### config.mk
export PLATFORM = sky130hd
export DESIGN_NAME = game_round_controller
export DESIGN_NICKNAME = d
export VERILOG_FILES = /design/src/rtl/game_round_controller.sv
export SDC_FILE = /design/constraint.sdc
export NUM_CORES = 1
export LEC_CHECK = 0
export CAP_MARGIN = 20
export CELL_PAD_IN_SITES_DETAIL_PLACEMENT = 1
export CELL_PAD_IN_SITES_GLOBAL_PLACEMENT = 1
export CORE_ASPECT_RATIO = 1.5
export CORE_MARGIN = 2
export CORE_UTILIZATION = 40
export DETAILED_ROUTE_END_ITERATION = 8
export MAX_ROUTING_LAYER = met4
export PLACE_DENSITY_LB_ADDON = 0.3
export SLEW_MARGIN = 20
export SYNTH_ARGS = -nofsm -noshare
export SYNTH_HDL_FRONTEND = slang
export SYNTH_SLANG_ARGS = --single-unit
### constraint.sdc
create_clock -name clk -period 1.8 [get_ports clk]
set_input_delay 0.36 -clock clk [delete_from_list [all_inputs] [get_ports clk]]
set_output_delay 0.36 -clock clk [all_outputs]
set_load 0.005 [all_outputs]
### src/rtl/game_round_controller.sv
// Round controller for the "can you count binary" game: draws an LFSR
// target, judges submitted guesses, keeps a score, feeds the 7-seg stage.
//
// Ports:
//   clk      system clock, all state on the rising edge
//   rst      synchronous active-high reset
//   start    level; rising edge starts a game from IDLE
//   submit   level; rising edge submits guess while in PLAY
//   guess    8-bit switch value entered by the player
//   value    number to render: score in IDLE, target otherwise
//   led_ok   high while showing correct-answer feedback
//   led_bad  high while showing wrong-answer feedback
//   playing  high while waiting for the player's guess
module game_round_controller #(
  parameter logic [23:0] FEEDBACK_CYCLES = 24'd12_000_000,
  parameter logic [7:0]  LFSR_SEED       = 8'hA5
) (
  input  logic       clk,
  input  logic       rst,
  input  logic       start,
  input  logic       submit,
  input  logic [7:0] guess,
  output logic [7:0] value,
  output logic       led_ok,
  output logic       led_bad,
  output logic       playing
);

  localparam int TW = $clog2(int'(FEEDBACK_CYCLES) + 1);
  localparam logic [TW-1:0] TLAST =
    TW'(FEEDBACK_CYCLES - 24'd1);

  typedef enum logic [1:0] {
    S_IDLE,
    S_PLAY,
    S_OK,
    S_BAD
  } state_e;

  state_e        state_q, state_d;
  logic [7:0]    score_q, score_d;
  logic [7:0]    target_q, target_d;
  logic [TW-1:0] timer_q, timer_d;
  logic [7:0]    lfsr_q, lfsr_d;
  logic          start_q, submit_q;

  logic start_p;
  logic submit_p;
  logic hit;
  logic expired;

  // Pulses act on the very edge the level is first seen high.
  assign start_p  = start & ~start_q;
  assign submit_p = submit & ~submit_q;
  assign hit      = (guess == target_q);
  assign expired  = (timer_q == TLAST);

  // x^8+x^6+x^5+x^4+1, shifting left; never reaches zero.
  assign lfsr_d = {lfsr_q[6:0],
                   lfsr_q[7] ^ lfsr_q[5] ^
                   lfsr_q[4] ^ lfsr_q[3]};

  always_ff @(posedge clk) begin
    if (rst) begin
      state_q  <= S_IDLE;
      score_q  <= 8'd0;
      target_q <= 8'd0;
      timer_q  <= '0;
      lfsr_q   <= LFSR_SEED;
      start_q  <= 1'b0;
      submit_q <= 1'b0;
    end else begin
      state_q  <= state_d;
      score_q  <= score_d;
      target_q <= target_d;
      timer_q  <= timer_d;
      lfsr_q   <= lfsr_d;
      start_q  <= start;
      submit_q <= submit;
    end
  end

  always_comb begin
    state_d  = state_q;
    score_d  = score_q;
    target_d = target_q;
    timer_d  = timer_q;
    unique case (state_q)
      S_IDLE: begin
        if (start_p) begin
          state_d  = S_PLAY;
          score_d  = 8'd0;
          target_d = lfsr_q;
        end
      end
      S_PLAY: begin
        if (submit_p) begin
          timer_d = '0;
          if (hit) begin
            state_d = S_OK;
            if (score_q != 8'hFF) begin
              score_d = score_q + 8'd1;
            end
          end else begin
            state_d = S_BAD;
          end
        end
      end
      S_OK: begin
        timer_d = timer_q + TW'(1);
        if (expired) begin
          state_d  = S_PLAY;
          target_d = lfsr_q;
        end
      end
      S_BAD: begin
        timer_d = timer_q + TW'(1);
        if (expired) begin
          state_d = S_IDLE;
        end
      end
      default: begin
        state_d = S_IDLE;
      end
    endcase
  end

  always_comb begin
    value   = target_q;
    led_ok  = 1'b0;
    led_bad = 1'b0;
    playing = 1'b0;
    unique case (state_q)
      S_IDLE: value   = score_q;
      S_PLAY: playing = 1'b1;
      S_OK:   led_ok  = 1'b1;
      S_BAD:  led_bad = 1'b1;
      default: value  = score_q;
    endcase
  end

endmodule

==> flow_metrics.tcl <==
set metrics [dict create \
    min_from "lfsr_q[1]$_SDFF_PP0_" \
    max_freq_ghz 0.527 \
    initial_core_util_pct 40.7 \
    clkSinkCount 52 \
    hold_end "lfsr_q[2]$_SDFF_PP1_" \
    cpMostUsedCell "buf_6" \
    rr_endpoint "score_q[6]$_SDFFE_PP0P_" \
    worstSkewPairLatency_ns 0.31 \
    status "complete, but fails checks" \
    cp_max_fo 3 \
    fillCellCount 766 \
    die_w_um 69.9 \
    synth-xor-area-share_pct 6.39 \
    violations "setup timing" \
    fin_util_pct 53.0 \
    synth_cells 284 \
    required_ns 1.44 \
    final_cell_area_mm2 0.00339 \
    worstSetupEndpointType "output pin" \
    async_reset_ff_share_pct 0 \
    crit_path_start_kind "flip-flop" \
    crit_type "flip-flop to output pin" \
    avgSynthCellArea_um2 9.16 \
    cts_tree "yes" \
    die-area_mm2 0.00718 \
    ys_seq_area_share_pct 40.0 \
    synth_edf_count 0 \
    synth-compound-area-share_pct 9.81 \
    rsz0062_at_grt "yes" \
    antennaDiodeCount 0 \
    core_mm2 0.00640 \
    crit_chain "nor2_4, buf_4, buf_6, buf_6, mux2_2, buf_2" \
    gp_congestion 0.867 \
    routed_wl_um 6810 \
    antenna_found_initial 0 \
    hold_depth 1 \
    r2r-start "state_q[1]$_SDFFE_PP0P_" \
    grt_pass1_wl_um 11000 \
    fin_tns_setup_ns -0.373 \
    hp-class "flip-flop to flip-flop" \
    setup_ws_ns -0.0979 \
    synth_nets 298 \
    synthFlopType "dfxtp_1" \
    fin_crit_ns 1.90 \
    place_area_mm2 0.00307 \
    skew_ns 0.0108 \
    routed_via_density 5.40 \
    maxCapViolations 0 \
    drt_first_iter_violations 46 \
    numCtsBuffers 5 \
    rows 36 \
    regArea_mm2 0.00105 \
    worstRegToRegCells 6 \
    drv_slew 0 \
    reg2reg_slack_ns -0.05 \
    grt_pass1_vias 2382 \
    slew_headroom_pct 71.2 \
    synth_area_mm2 0.00260 \
    portBuffers 22 \
    max_stage_delay_ns 0.37 \
    cts_root_buf "clkbuf_8" \
    grt_max_degree 21 \
    cpLargestDelayFamily "buffers and inverters" \
    ir_drop_mv 0.320 \
    p_leak_nw 1.41 \
    place_hpwl_um 4930 \
    crit_buf_inv 4 \
    synth_top_family_by_area "simple AND/OR/NAND/NOR gates" \
    ys_types 45 \
    cp_slowest_cell "dfxtp_4" \
    ios 23 \
    clk_path_buf_depth 2 \
    grt_use_total_pct 19.9 \
    fin_hold_ws_ns 0.435 \
    wl_per_cell_um 16.2 \
    clk_pin_slew_ns 0.10 \
    multi_input_area_mm2 0.00157 \
    antenna_left 0 \
    htree_levels 2 \
    synth_seq_cells 52 \
    die_h_um 103 \
    drc 0 \
    synth-adder-area-share_pct 0.962 \
    grt_overflow 0 \
    hold_violations 0 \
    p_total_mw 2.40 \
    finalSetupViolCount 10 \
    fin_nets 358 \
    tightest_slew_ns 0.431 \
    power.density_mw_per_mm2 710 \
    yosys_warnings 0 \
    syn_to_final_growth_pct 30.2 \
    synthMuxAreaShare_pct 10.7 \
    cp.arrival_ns 1.54 \
    yosys.area_share.simple_pct 28.9 \
    via_count 2274 \
    drive_above_1_share_pct 30.4 \
    first_pass_iters 4 \
    finalCritPeriodShare_pct 105 \
]
==> flip-flops by register name, summed over array words and instances (netlist names) <==
register and cells:
state_q 2, timer_q 24, submit_q 1, score_q 8, lfsr_q 8, target_q 8, start_q 1
==> cells in the mapped netlist (all sizes together), types with 5 or more instances <==
master	n	area share, %
inv	8	1.2
nor2	30	4.4
a21oi	10	1.9
mux2	15	6.5
xor2	14	4.7
or2	7	1.7
nand2	25	3.6
a21o	6	1.7
clkbuf	8	1.2
nand3	16	3.1
and3	6	1.4
xnor2	5	1.7
dfxtp	52	40
nor2b	9	2.2
mux2i	11	4.2
nor3	7	1.5
nand4	9	2.7
==> routing by layer <==
layer | track usage, % | wire length (um)
met1 | 19.5 | 2560
met5 | - | 0
met3 | 2.93 | 118
met4 | 6.95 | 159
met2 | 39.5 | 3970
==> how the worst max path moves through the flow <==
stage | startpoint | endpoint | slack (ns) | cells after the start
4_1_cts | state_q[0]$_SDFFE_PP0P_ | value[4] | -0.13 | 5
3_5_place_dp | start | score_q[3]$_SDFFE_PP0P_ | -0.38 | 7
3_3_place_gp | start | score_q[6]$_SDFFE_PP0P_ | -0.32 | 6
6_report | state_q[0]$_SDFFE_PP0P_ | value[7] | -0.1 | 6
2_1_floorplan | state_q[1]$_SDFFE_PP0P_ | score_q[5]$_SDFFE_PP0P_ | 0.11 | 6
5_1_grt | state_q[0]$_SDFFE_PP0P_ | value[7] | -0.15 | 6
==> power breakdown <==
part	leakage, nW	switching (mW)	internal (mW)
Sequential	0.425	0.0329	1.19
Combinational	0.927	0.171	0.215
Clock	0.0552	0.385	0.413
==> per-stage QoR <==
stage	worst slack, ns	instances
after global routing	-0.154	421
after detailed placement	-0.377	399
final	-0.0979	421
after global placement	-0.320	399
after floorplan	0.106	284
after CTS	-0.129	418
==> cell families after synthesis <==
logic type               Yosys count
adder cells (fa/ha/maj)            2
XOR/XNOR                          19
multiplexers                      26
flip-flops                        52
AND/OR/NAND/NOR                  131
AO/OA/AOI/OAI                     36
buffers and inverters             18
==> area by class of cell <==
class                   count  area share, %
clock inverters             2           1.03
well taps                  76           2.81
repair buffers             63           16.0
inverters                   8          0.886
clock buffers               6           2.14
flip-flops and latches     52           31.0
multi-input cells         214           46.2
==> what timing repair did <==
action | in CTS | in global routing
cloned | 1 | 0
setup buffers | 10 | 4
pin swaps | 8 | 9
gates resized for setup | 59 | 16
setup endpoints to repair | 27 | 24
hold buffers | 0 | 0
endpoints found under the hold margin | 0 | 0
==> cell usage in the layout (no fill, tap or decap), types with 3 or more instances in the layout <==
master,instances
o21ai_0,3
or3_1,3
mux2i_1,11
nand4_1,8
xnor2_1,5
mux2_2,11
mux2_4,4
nor2b_1,7
buf_4,31
o211ai_1,4
a21o_1,6
or2_2,7
nor3_2,5
dfxtp_1,49
a22oi_1,3
nand2b_1,3
nor2_1,26
xor2_1,14
nor2_4,3
clkbuf_8,5
and3_1,6
a21oi_1,9
dlygate4sd2_1,3
nand2_1,23
buf_6,13
buf_2,4
clkdlybuf4s50_1,11
inv_1,8
nand3_1,16
Note: power is estimated with default switching activity, not from simulation.
==> RTL change: new RTL, same settings <==
Register the output `led_bad`, cleared by the reset; this adds one clock of latency there. The other outputs are not delayed to match.
--- a/src/rtl/game_round_controller.sv
+++ b/src/rtl/game_round_controller.sv
@@ -36,6 +36,8 @@
     S_OK,
     S_BAD
   } state_e;
+
+  logic led_bad_d;
 
   state_e        state_q, state_d;
   logic [7:0]    score_q, score_d;
@@ -128,16 +130,24 @@
   always_comb begin
     value   = target_q;
     led_ok  = 1'b0;
-    led_bad = 1'b0;
+    led_bad_d = 1'b0;
     playing = 1'b0;
     unique case (state_q)
       S_IDLE: value   = score_q;
       S_PLAY: playing = 1'b1;
       S_OK:   led_ok  = 1'b1;
-      S_BAD:  led_bad = 1'b1;
+      S_BAD:  led_bad_d = 1'b1;
       default: value  = score_q;
     endcase
   end
 
+  always_ff @(posedge clk) begin
+    if (rst) begin
+      led_bad <= '0;
+    end else begin
+      led_bad <= led_bad_d;
+    end
+  end
+
 endmodule
 
Function: changed (Yosys sat finds a counterexample within 4 cycles, from zero or initial values and one cycle with rst high).
==> RTL change against the unedited design <==
The flow still finishes with violations (negative setup slack). Sequential cell count up 1. Clock skew increased by 0.0023 ns. Die area increased by 0.23%. Area after synthesis grew 0.24%. Core utilization rose by 1.9 points. Routed wire length rose by 21%. Power up 0.25%. Final area increased by 3.5%. Setup slack improved by 0.033 ns.
==> RTL change: results (changes against the unedited design) <==
Parameter                              Value

Run status
  Violations in the final reports    negative setup slack
  Result of the run    complete, but fails checks

Timing
  Setup-failing EPs final    8 (-2)
  Final total negative setup slack    -0.196 ns (+0.177 ns)
  Worst slew pin tran    0.384 ns (-0.0466 ns)
  Worst Slack Setup Final    -0.0653 ns (+0.0326 ns)
  Worst setup skew after layout    0.0130 ns (+0.00225 ns)
  WHS    0.330 ns (-0.106 ns)

Power and ir drop
  Maximum vdd ir drop    338 uV (+5.6%)
  Pleak    1.39 nW (-1.4%)
  Power per cell area    687 nW/um^2 (-3.2%)

Setup path
  Reg2Reg Depth    8 (+2)
  CP Max Fanout    5 (+2)
  Slowest CP cell    sky130_fd_sc_hd__dfxtp_2
  Crit path DAT    2.07 ns (+0.53 ns)
  Crit-path leading delay family    simple AND/OR/NAND/NOR gates
  End point of the critical path    score_q[0]

Layout
  Share of cells above drive strength 1    30.3% (-0.12 points)
  Fillers    739 (-3.5%)
  Final standard cell count with taps included and fillers excluded    429 (+1.9%)
  Net count of the finished layout    366 (+2.2%)

Placed design
  Routability congestion estimate from global placement    0.861 (-0.73%)
  Placed cell areas    3160 sq um (+2.9%)
  Post-place setup slack    -0.187 ns (+0.190 ns)
  Detailed placer's ending HPWL    5580 um (+13%)
  Cell Count Post-Placement    411 (+3.0%)

Yosys
  Cells taking the most area after synthesis    sky130_fd_sc_hd__dfxtp_1, sky130_fd_sc_hd__mux2_2, sky130_fd_sc_hd__xor2_1
  Most common library cells after synthesis    sky130_fd_sc_hd__dfxtp_1, sky130_fd_sc_hd__nor2_1, sky130_fd_sc_hd__nand2_1
  Count of unique library cells instantiated by Yosys    48 (+6.7%)
  Post-synthesis instance total    289 (+1.8%)
  Syn nets    303 (+1.7%)

Global routing
  Grt met3 use    3.81% (+0.88 points)
  Met1 Track Usage GR    22.3% (+2.8 points)
  Pin count of the biggest net entering global routing    20 (-4.8%)
  Number of global-route vias before repair    2629 (+10%)
  First-pass GRT wire length    12800 um (+17%)
  Global-route track usage on met2    44.9% (+5.4 points)
  Total global routing track utilization    23.1% (+3.2 points)

Hold path
  Hold path startpoint    rst
  Worst Hold Class    input pin to flop
  Hold path depth    2 (+1)
  End of the worst hold path    target_q[1]

Routing
  Met3 wire length    202 um (+71%)
  Wire length on met2    4670 um (+18%)
  Length of routed wiring on met1    3040 um (+19%)
  Wirelength per Cell    19.2 um (+19%)
## RTL change: power by group
part | internal (mW) | switching, mW | leakage, nW | total [mW]
sequential | 1.21 | 0.0369 | 0.433 | 1.25
clock | 0.285 | 0.444 | 0.0487 | 0.729
combinational | 0.227 | 0.206 | 0.906 | 0.433
## RTL change: cell type report
| class | count | area share (%) |
|---|---|---|
| Clock buffer | 5 | 1.96 |
| Clock inverter | 3 | 0.749 |
| Inverter | 8 | 0.856 |
| Multi-Input combinational cell | 215 | 45.4 |
| Sequential cell | 53 | 30.4 |
| Tap cell | 76 | 2.71 |
| Timing Repair Buffer | 69 | 17.9 |
## RTL change: cells by family after synthesis
family	count (synthesis)	share of synthesized area (%)
simple gates	122	26.8
flops	53	40.7
compound gates	52	13.6
mux	22	9.06
buf+inv	21	3.21
xor+xnor	17	5.71
fa+ha+maj	2	0.959
## RTL change: timing repair
action	4_1_cts	5_1_grt
cloned	0	0
endpoints found under the setup margin	12	28
gates resized for setup	52	31
pin swaps	1	6
buffers inserted	7	3
